$ cat src/rtl/i2c_xfer_ctrl_pkg.sv
// Command encodings, FSM state codes and the step -> (cmd, din) decode shared
// by the I2C transaction sequencer.
package i2c_xfer_ctrl_pkg;

  localparam logic [2:0] CMD_START   = 3'd0;
  localparam logic [2:0] CMD_WR      = 3'd1;
  localparam logic [2:0] CMD_RD      = 3'd2;
  localparam logic [2:0] CMD_STOP    = 3'd3;
  localparam logic [2:0] CMD_RESTART = 3'd4;

  localparam logic I2C_W = 1'b0;
  localparam logic I2C_R = 1'b1;

  localparam logic [2:0] ST_IDLE  = 3'd0;
  localparam logic [2:0] ST_ISSUE = 3'd1;
  localparam logic [2:0] ST_WAIT  = 3'd2;
  localparam logic [2:0] ST_CHECK = 3'd3;
  localparam logic [2:0] ST_DONE  = 3'd4;

  localparam logic [2:0] WR_STOP_STEP = 3'd4;
  localparam logic [2:0] RD_STOP_STEP = 3'd6;
  localparam logic [2:0] RD_ADDR_STEP = 3'd4;

  typedef struct packed {
    logic [2:0] cmd;
    logic [7:0] din;
  } step_cmd_t;

  // Unlisted steps fall through to STOP, which covers the last step of both sequences.
  function automatic step_cmd_t step_decode(input logic       rw,
                                            input logic [2:0] step,
                                            input logic [6:0] dev,
                                            input logic [7:0] rg,
                                            input logic [7:0] wd);
    step_cmd_t sc;
    sc.cmd = CMD_STOP;
    sc.din = 8'h00;
    case (step)
      3'd0: sc.cmd = CMD_START;
      3'd1: begin sc.cmd = CMD_WR; sc.din = {dev, I2C_W}; end
      3'd2: begin sc.cmd = CMD_WR; sc.din = rg; end
      3'd3: begin
        if (rw) sc.cmd = CMD_RESTART;
        else begin sc.cmd = CMD_WR; sc.din = wd; end
      end
      3'd4: if (rw) begin sc.cmd = CMD_WR; sc.din = {dev, I2C_R}; end
      3'd5: begin sc.cmd = CMD_RD; sc.din = 8'h01; end
      default: ;
    endcase
    return sc;
  endfunction

endpackage

$ cat src/rtl/i2c_xfer_ctrl.sv
// Sequences one single-byte I2C register read/write into engine commands,
// checking slave ACKs and retrying the whole access on an address NACK.
module i2c_xfer_ctrl
  import i2c_xfer_ctrl_pkg::*;
#(
  parameter int MAX_RETRY = 2
) (
  input  logic       clk,
  input  logic       reset,
  input  logic       start,
  input  logic       rw,
  input  logic [6:0] dev_addr,
  input  logic [7:0] reg_addr,
  input  logic [7:0] wdata,
  output logic       busy,
  output logic       done_tick,
  output logic       nack_err,
  output logic [7:0] rdata,
  input  logic       m_ready,
  input  logic       m_done_tick,
  input  logic       m_ack,
  input  logic [7:0] m_dout,
  output logic [2:0] m_cmd,
  output logic [7:0] m_din,
  output logic       m_wr
);

  localparam logic [2:0] RETRY_LIMIT = 3'(MAX_RETRY);

  logic [2:0] state, step, retry;
  logic [1:0] wcnt;
  logic       rw_q, ack_q, restart_pend;
  logic [6:0] dev_q;
  logic [7:0] reg_q, wdata_q, rd_stage;

  step_cmd_t  cur;
  logic [2:0] stop_step;
  logic       addr_step, step_done;

  always_comb begin
    cur       = step_decode(rw_q, step, dev_q, reg_q, wdata_q);
    stop_step = rw_q ? RD_STOP_STEP : WR_STOP_STEP;
    addr_step = (step == 3'd1) || (rw_q && step == RD_ADDR_STEP);
    // Byte commands finish on the engine's tick; bus conditions only once the
    // engine has had time to drop m_ready after the strobe and raise it again.
    if (m_cmd == CMD_WR || m_cmd == CMD_RD) step_done = m_done_tick;
    else                                    step_done = m_ready && (wcnt == 2'd2);
  end

  assign busy      = (state != ST_IDLE);
  assign done_tick = (state == ST_DONE);

  always_ff @(posedge clk) begin
    if (reset) begin
      state        <= ST_IDLE;
      step         <= 3'd0;
      retry        <= 3'd0;
      wcnt         <= 2'd0;
      restart_pend <= 1'b0;
      ack_q        <= 1'b0;
      rw_q         <= 1'b0;
      dev_q        <= 7'h00;
      reg_q        <= 8'h00;
      wdata_q      <= 8'h00;
      rd_stage     <= 8'h00;
      nack_err     <= 1'b0;
      rdata        <= 8'h00;
      m_wr         <= 1'b0;
      m_cmd        <= CMD_STOP;
      m_din        <= 8'h00;
    end else begin
      m_wr <= 1'b0;
      case (state)
        ST_IDLE: begin
          if (start) begin
            rw_q         <= rw;
            dev_q        <= dev_addr;
            reg_q        <= reg_addr;
            wdata_q      <= wdata;
            nack_err     <= 1'b0;
            retry        <= 3'd0;
            step         <= 3'd0;
            restart_pend <= 1'b0;
            state        <= ST_ISSUE;
          end
        end
        ST_ISSUE: begin
          if (m_ready) begin
            m_wr  <= 1'b1;
            m_cmd <= cur.cmd;
            m_din <= cur.din;
            wcnt  <= 2'd0;
            state <= ST_WAIT;
          end
        end
        ST_WAIT: begin
          if (wcnt != 2'd2) wcnt <= wcnt + 2'd1;
          if (step_done) begin
            ack_q <= m_ack;
            if (m_cmd == CMD_RD) rd_stage <= m_dout;
            state <= ST_CHECK;
          end
        end
        ST_CHECK: begin
          state <= ST_ISSUE;
          if (m_cmd == CMD_WR && ack_q && addr_step) begin
            step <= stop_step;
            if (retry < RETRY_LIMIT) begin
              retry        <= retry + 3'd1;
              restart_pend <= 1'b1;
            end else begin
              nack_err <= 1'b1;
            end
          end else if (m_cmd == CMD_WR && ack_q) begin
            nack_err <= 1'b1;
            step     <= stop_step;
          end else if (step == stop_step) begin
            if (restart_pend) begin
              restart_pend <= 1'b0;
              step         <= 3'd0;
            end else begin
              // rdata must already be valid while done_tick is high.
              if (rw_q && !nack_err) rdata <= rd_stage;
              state <= ST_DONE;
            end
          end else begin
            step <= step + 3'd1;
          end
        end
        ST_DONE: state <= ST_IDLE;
        default: state <= ST_IDLE;
      endcase
    end
  end

endmodule

$ cat config.mk
export PLATFORM = sky130hd
export DESIGN_NAME = i2c_xfer_ctrl
export DESIGN_NICKNAME = d
export VERILOG_FILES = /design/src/rtl/i2c_xfer_ctrl_pkg.sv /design/src/rtl/i2c_xfer_ctrl.sv
export SDC_FILE = /design/constraint.sdc
export NUM_CORES = 1
export LEC_CHECK = 0
export ABC_AREA = 1
export CAP_MARGIN = 20
export CORE_UTILIZATION = 46
export DETAILED_ROUTE_END_ITERATION = 12
export GPL_TIMING_DRIVEN = 0
export PLACE_DENSITY = 0.75
export SYNTH_ARGS = -nofsm -noshare
export SYNTH_HDL_FRONTEND = slang
export SYNTH_SLANG_ARGS = --single-unit
export TNS_END_PERCENT = 30
$ cat constraint.sdc
create_clock -name clk -period 1.6 [get_ports clk]
set_clock_uncertainty 0.15 [all_clocks]
set_input_delay 0.48 -clock clk [delete_from_list [all_inputs] [get_ports clk]]
set_output_delay 0.48 -clock clk [all_outputs]
set_load 0.005 [all_outputs]
Word level (Yosys, flattened, before mapping)
Cells that the tools add are included.
{"block": "op_classes", "addsub": 3, "n_lt_le_gt_ge": 1, "eq_ne": 26, "n_mux": 38, "n_bitwise": 4, "n_reduce_logical": 26}
{"operator": "3-bit 2-to-1 mux", "n": 15}
{"operator": "8-bit case mux with 5 select lines", "n": 1}
{"operator": "3-bit by 2-bit == test with 1-bit output (second input constant)", "n": 5}
{"operator": "3-bit inequality test (second input constant)", "n": 5}
{"operator": "3-bit case mux with 5 select lines", "n": 1}
{"operator": "2-bit inequality test (second input constant)", "n": 7}
{"operator": "3-bit case mux with 2 select lines", "n": 2}
{"operator": "3-bit case mux with 4 select lines", "n": 1}
{"operator": "3-bit AND reduction", "n": 4}
{"operator": "1-bit 2-to-1 mux", "n": 10}
{"operator": "10-bit 2-to-1 mux", "n": 1}
{"operator": "3-bit by 1-bit == test with 1-bit output (second input constant)", "n": 3}
{"operator": "3-bit == test (second input constant)", "n": 3}
{"operator": "8-bit 2-to-1 mux", "n": 1}
{"operator": "4-bit AND reduction", "n": 2}
{"operator": "3-bit by 1-bit adder with 3-bit output (second input constant)", "n": 2}
{"operator": "3-bit zero test", "n": 2}
{"operator": "2-bit 2-to-1 mux", "n": 3}
{"operator": "2-bit AND reduction", "n": 3}
{"operator": "6-bit AND reduction", "n": 1}
{"operator": "1-bit logical AND", "n": 5}
{"operator": "5-bit inequality test (second input constant)", "n": 1}
{"operator": "5-bit AND reduction", "n": 1}
{"operator": "1-bit NOT", "n": 4}
{"operator": "other kinds (11)", "n": 15}
{"block": "word_totals", "regBits": 66, "inputBits": 38, "out_inout_bits": 23, "word_cells": 114}

Logic depth before layout (Yosys ltp)
{"block": "logic_depth", "word_depth": 6, "depth_mapped": 12, "mapped_depth_nobuf": 12}

Worst setup path after synthesis
No wires, ideal clock.
{"block": "synth_timing", "path_type": "input port to flip-flop", "startpoint": "input port reset", "endpoint": "register m_cmd[1]", "setup_time_ps": 138, "arrival_time_ps": 1276, "setup_slack_ps": 36, "stages": 5, "path_buffers": 3, "cell_sequence": "clkbuf_1 -> inv_1 -> buf_2 -> clkbuf_1 -> o211ai_1"}
{"item": "start: declaration", "line_no": "i2c_xfer_ctrl.sv:9", "source": "input logic reset,"}
{"item": "end signal: assignment", "line_no": "i2c_xfer_ctrl.sv:90", "source": "m_cmd <= cur.cmd;"}
{"item": "end: declaration", "line_no": "i2c_xfer_ctrl.sv:23", "source": "output logic [2:0] m_cmd,"}
No word-level cell between the ends.

Final worst setup path
{"block": "layout_timing", "startpoint": "register rw_q", "endpoint": "register rdata[0]"}
{"block": "layout_between", "elab_chain_len": 5, "word_cells_on_any_way": 8, "classes_between": "eq/ne (1); mux (1); bitwise (1); reduce/logical (5)"}
{"item": "start: declaration", "line_no": "i2c_xfer_ctrl.sv:32", "source": "logic rw_q, ack_q, restart_pend;"}
{"item": "start signal: assignment", "line_no": "i2c_xfer_ctrl.sv:76", "source": "rw_q <= rw;"}
{"item": "branches (longest 4 deep; another with 3-bit == test)"}
{"item": "6-bit AND reduction (no source line) (*)"}
{"item": "end signal: assignment", "line_no": "i2c_xfer_ctrl.sv:123", "source": "if (rw_q && !nack_err) rdata <= rd_stage;"}
{"item": "end: declaration", "line_no": "i2c_xfer_ctrl.sv:18", "source": "output logic [7:0] rdata,"}
Mark *: on every way between the ends.
A chain may end at the register's enable or synchronous reset.

==> impl_metrics.json <==
{
  "outcome": "finished with violations",
  "violations": "setup timing",
  "grt-ovfl-total": 0,
  "ir_drop_mv": 0.809,
  "diodes": 0,
  "netlist_instances": 433,
  "multi_input_area_sq_um": 1570,
  "place.gp.congestion": 0.889,
  "die_w_um": 83.2,
  "wl_per_cell_um": 13.9,
  "crit_chain": "inv_4 > nand2_1 > nand2_2 > nor2_4 > nand3_4 > nor2_8 > nand3_4 > nand2_1 > inv_1 > nor2_1",
  "drive_gt1_frac": 0.253,
  "via_count": 3135,
  "grt_pass1_wl_um": 13500,
  "cts_max_path_buffers": 2,
  "required_ns": 1.73,
  "antenna_found_initial": 0,
  "hold_class": "reg -> reg",
  "syn_nets": 479,
  "drv_slew": 0,
  "period_needed_ns": 1.67,
  "cp_max_fo": 8,
  "r2r_setup_slack_ns": -0.07,
  "rsz0062_at_grt": "true",
  "hold_buffers": 0,
  "setup_viol": 35,
  "yosys_register_bits": 66,
  "cpMaxStageDelayCell": "dfxtp_4",
  "post-place-ws_ns": -0.652,
  "avgSynthCellArea_sq_um": 7.01,
  "grt_max_degree": 13,
  "r2r_end": "rdata[0]",
  "synth_warnings": 0,
  "worst_pin_slew_ns": 0.614,
  "cp-end-kind": "flop",
  "reg2reg_depth": 10,
  "root_buffer": "clkbuf_8",
  "cts_tree": "done",
  "dp_hpwl_um": 5500,
  "criticalPathCategory": "reg -> reg",
  "fin_nets": 571,
  "leakage_nw": 1.91,
  "area_delta_synth_final_pct": 43.5,
  "coreArea_sq_um": 6350,
  "path_clk_slew_ns": 0.08,
  "synth_area_sq_um": 3030,
  "drt_pass1_iterations": 4,
  "cts_max_level": 3,
  "min_path_cells": 2,
  "crit_arrival_ns": 1.80,
  "drtIter0Drc": 248,
  "maxCapViolCount": 0,
  "r2r_start": "rw_q",
  "portBuffers": 59,
  "hold_start": "reg_q[2]",
  "power_w": 0.00556,
  "power_density_nw_per_um2": 1280,
  "io_pins": 61,
  "rows": 29,
  "synth.distinct_cells": 27,
  "cts_buffers": 9,
  "whs_ns": 0.303,
  "die_y_um": 83.2,
  "synth_seq_area_share": 0.435,
  "slew_headroom": 0.590,
  "fmax_mhz": 598,
  "dieArea_sq_um": 6920,
  "layout_setup_ws_ns": -0.0733,
  "start_util": 0.478,
  "wl_um": 8410,
  "hold_viol": 0,
  "hold_end": "reg_q[2]",
  "cts_sinks": 66,
  "ant_nets": 0,
  "n_fill_cell": 546,
  "tns_ns": -1.18,
  "slowest_delay_ns": 0.38,
  "clock_latency_ns": 0.34,
  "seqCellArea_sq_um": 1360,
  "post-route-drc-count": 0,
  "period_share": 1.05,
  "start_kind": "flop",
  "grtUsageTotal": 0.245,
  "grt_pass1_vias": 2949,
  "via_per_inst": 5.16
}
layer usage:
| metal | track usage | share of wire |
|---|---|---|
| met1 | 0.310 | 0.45 |
| met2 | 0.414 | 0.49 |
| met3 | 0.0328 | 0.043 |
| met4 | 0.113 | 0.025 |
| met5 | 0 | 0 |
Yosys cell counts:
cell type | count | area share
nor2_8 | 1 | 0.0066
ha_1 | 8 | 0.033
nand3_4 | 2 | 0.012
nor2_4 | 1 | 0.0037
a211oi_1 | 1 | 0.0025
inv_2 | 4 | 0.0049
nor2_1 | 51 | 0.063
o2111ai_1 | 1 | 0.0029
o21ai_0 | 22 | 0.036
nand3_1 | 18 | 0.030
a21oi_1 | 45 | 0.074
o211ai_1 | 2 | 0.0049
a31oi_1 | 1 | 0.0021
buf_2 | 4 | 0.0066
nand3b_1 | 2 | 0.0049
o22ai_1 | 7 | 0.014
inv_1 | 71 | 0.088
nand4_1 | 11 | 0.023
nand4_2 | 1 | 0.0041
nand2_1 | 85 | 0.11
nor3_1 | 1 | 0.0016
o21ai_1 | 15 | 0.025
or2_1 | 1 | 0.0021
buf_1 | 3 | 0.0037
clkbuf_1 | 8 | 0.0099
clkinv_1 | 1 | 0.0012
dfxtp_1 | 66 | 0.44
placed cells by master (no fill, tap or decap), types with 3 or more instances in the layout:
cell,n
nor2_2,8
nand4_1,11
a21oi_1,44
buf_6,7
dfxtp_1,45
nor2_4,7
nor2_1,38
inv_2,11
dfxtp_4,5
nand3_1,14
inv_1,60
o22ai_1,5
nand2_1,68
ha_1,4
o21ai_1,24
clkbuf_1,4
buf_4,16
nand3_4,3
clkbuf_2,4
nand2_2,15
buf_2,5
clkbuf_8,9
dlygate4sd2_1,20
clkdlybuf4s50_1,35
o21ai_0,13
dfxtp_2,16
inv_4,4
nand3_2,3
ha_2,3
flip-flops by register name (all words and copies together) (netlist names):
register      cells
m_din             8
rw_q              1
m_wr              1
dev_q             7
wdata_q           8
reg_q             8
m_cmd             3
nack_err          1
rdata             8
restart_pend      1
rd_stage          8
ack_q             1
state             3
step              3
wcnt              2
retry             3
how the worst max path moves through the flow:
stage,start,to,cells past startpoint
after floorplan,reset,m_cmd[1],5
after detailed placement,start,dev_q[4],7
after global routing,rw_q,rdata[5],10
final,rw_q,rdata[0],10
after global placement,start,reg_q[7],7
after CTS,state[0],busy,3
repair_timing:
| item | CTS | global route |
|---|---|---|
| setup endpoints to repair | 83 | 60 |
| cloned | 1 | 1 |
| buffers inserted | 10 | 10 |
| resized for setup | 109 | 46 |
| pin swaps | 12 | 28 |
through the flow:
stage | std cells | cell area, sq um | util
5_1_grt | 607 | 4350 | 0.686
3_5_place_dp | 569 | 3720 | 0.586
3_3_place_gp | 569 | 3720 | 0.586
6_report | 607 | 4350 | 0.686
4_1_cts | 596 | 4160 | 0.655
2_1_floorplan | 433 | 3030 | -
power breakdown:
group | leakage [nW] | internal (W) | total [W] | switching, W
registers | 0.549 | 0.00194 | 0.00210 | 0.000158
clock network | 0.0925 | 0.000722 | 0.00140 | 0.000676
logic | 1.27 | 0.000831 | 0.00206 | 0.00123
area by class of cell:
cell class / count / share of cell area
clock buffer: 10 / 0.0293
multi-input combinational: 277 / 0.359
inverter: 76 / 0.0678
timing repair buffer: 80 / 0.173
sequential: 66 / 0.312
clock inverter: 6 / 0.0155
buffer: 15 / 0.0201
tap: 77 / 0.0221
critical path: cells and delay by family (launching register included):
kind | cells | cell delay [ns]
and+or+nand+nor | 8 | 0.99
DFF | 1 | 0.38
buffers and inverters | 2 | 0.10
kinds of logic (layout without fill, tap and decap cells):
logic type / after synthesis / in the layout / synth area share
AOI/OAI and AO/OA: 94 / 94 / 0.162
adders and majority gates: 8 / 8 / 0.0330
buffers and inverters: 91 / 187 / 0.114
DFF: 66 / 66 / 0.435
and+or+nand+nor: 174 / 175 / 0.255
Power figures use the tool's default switching activity.
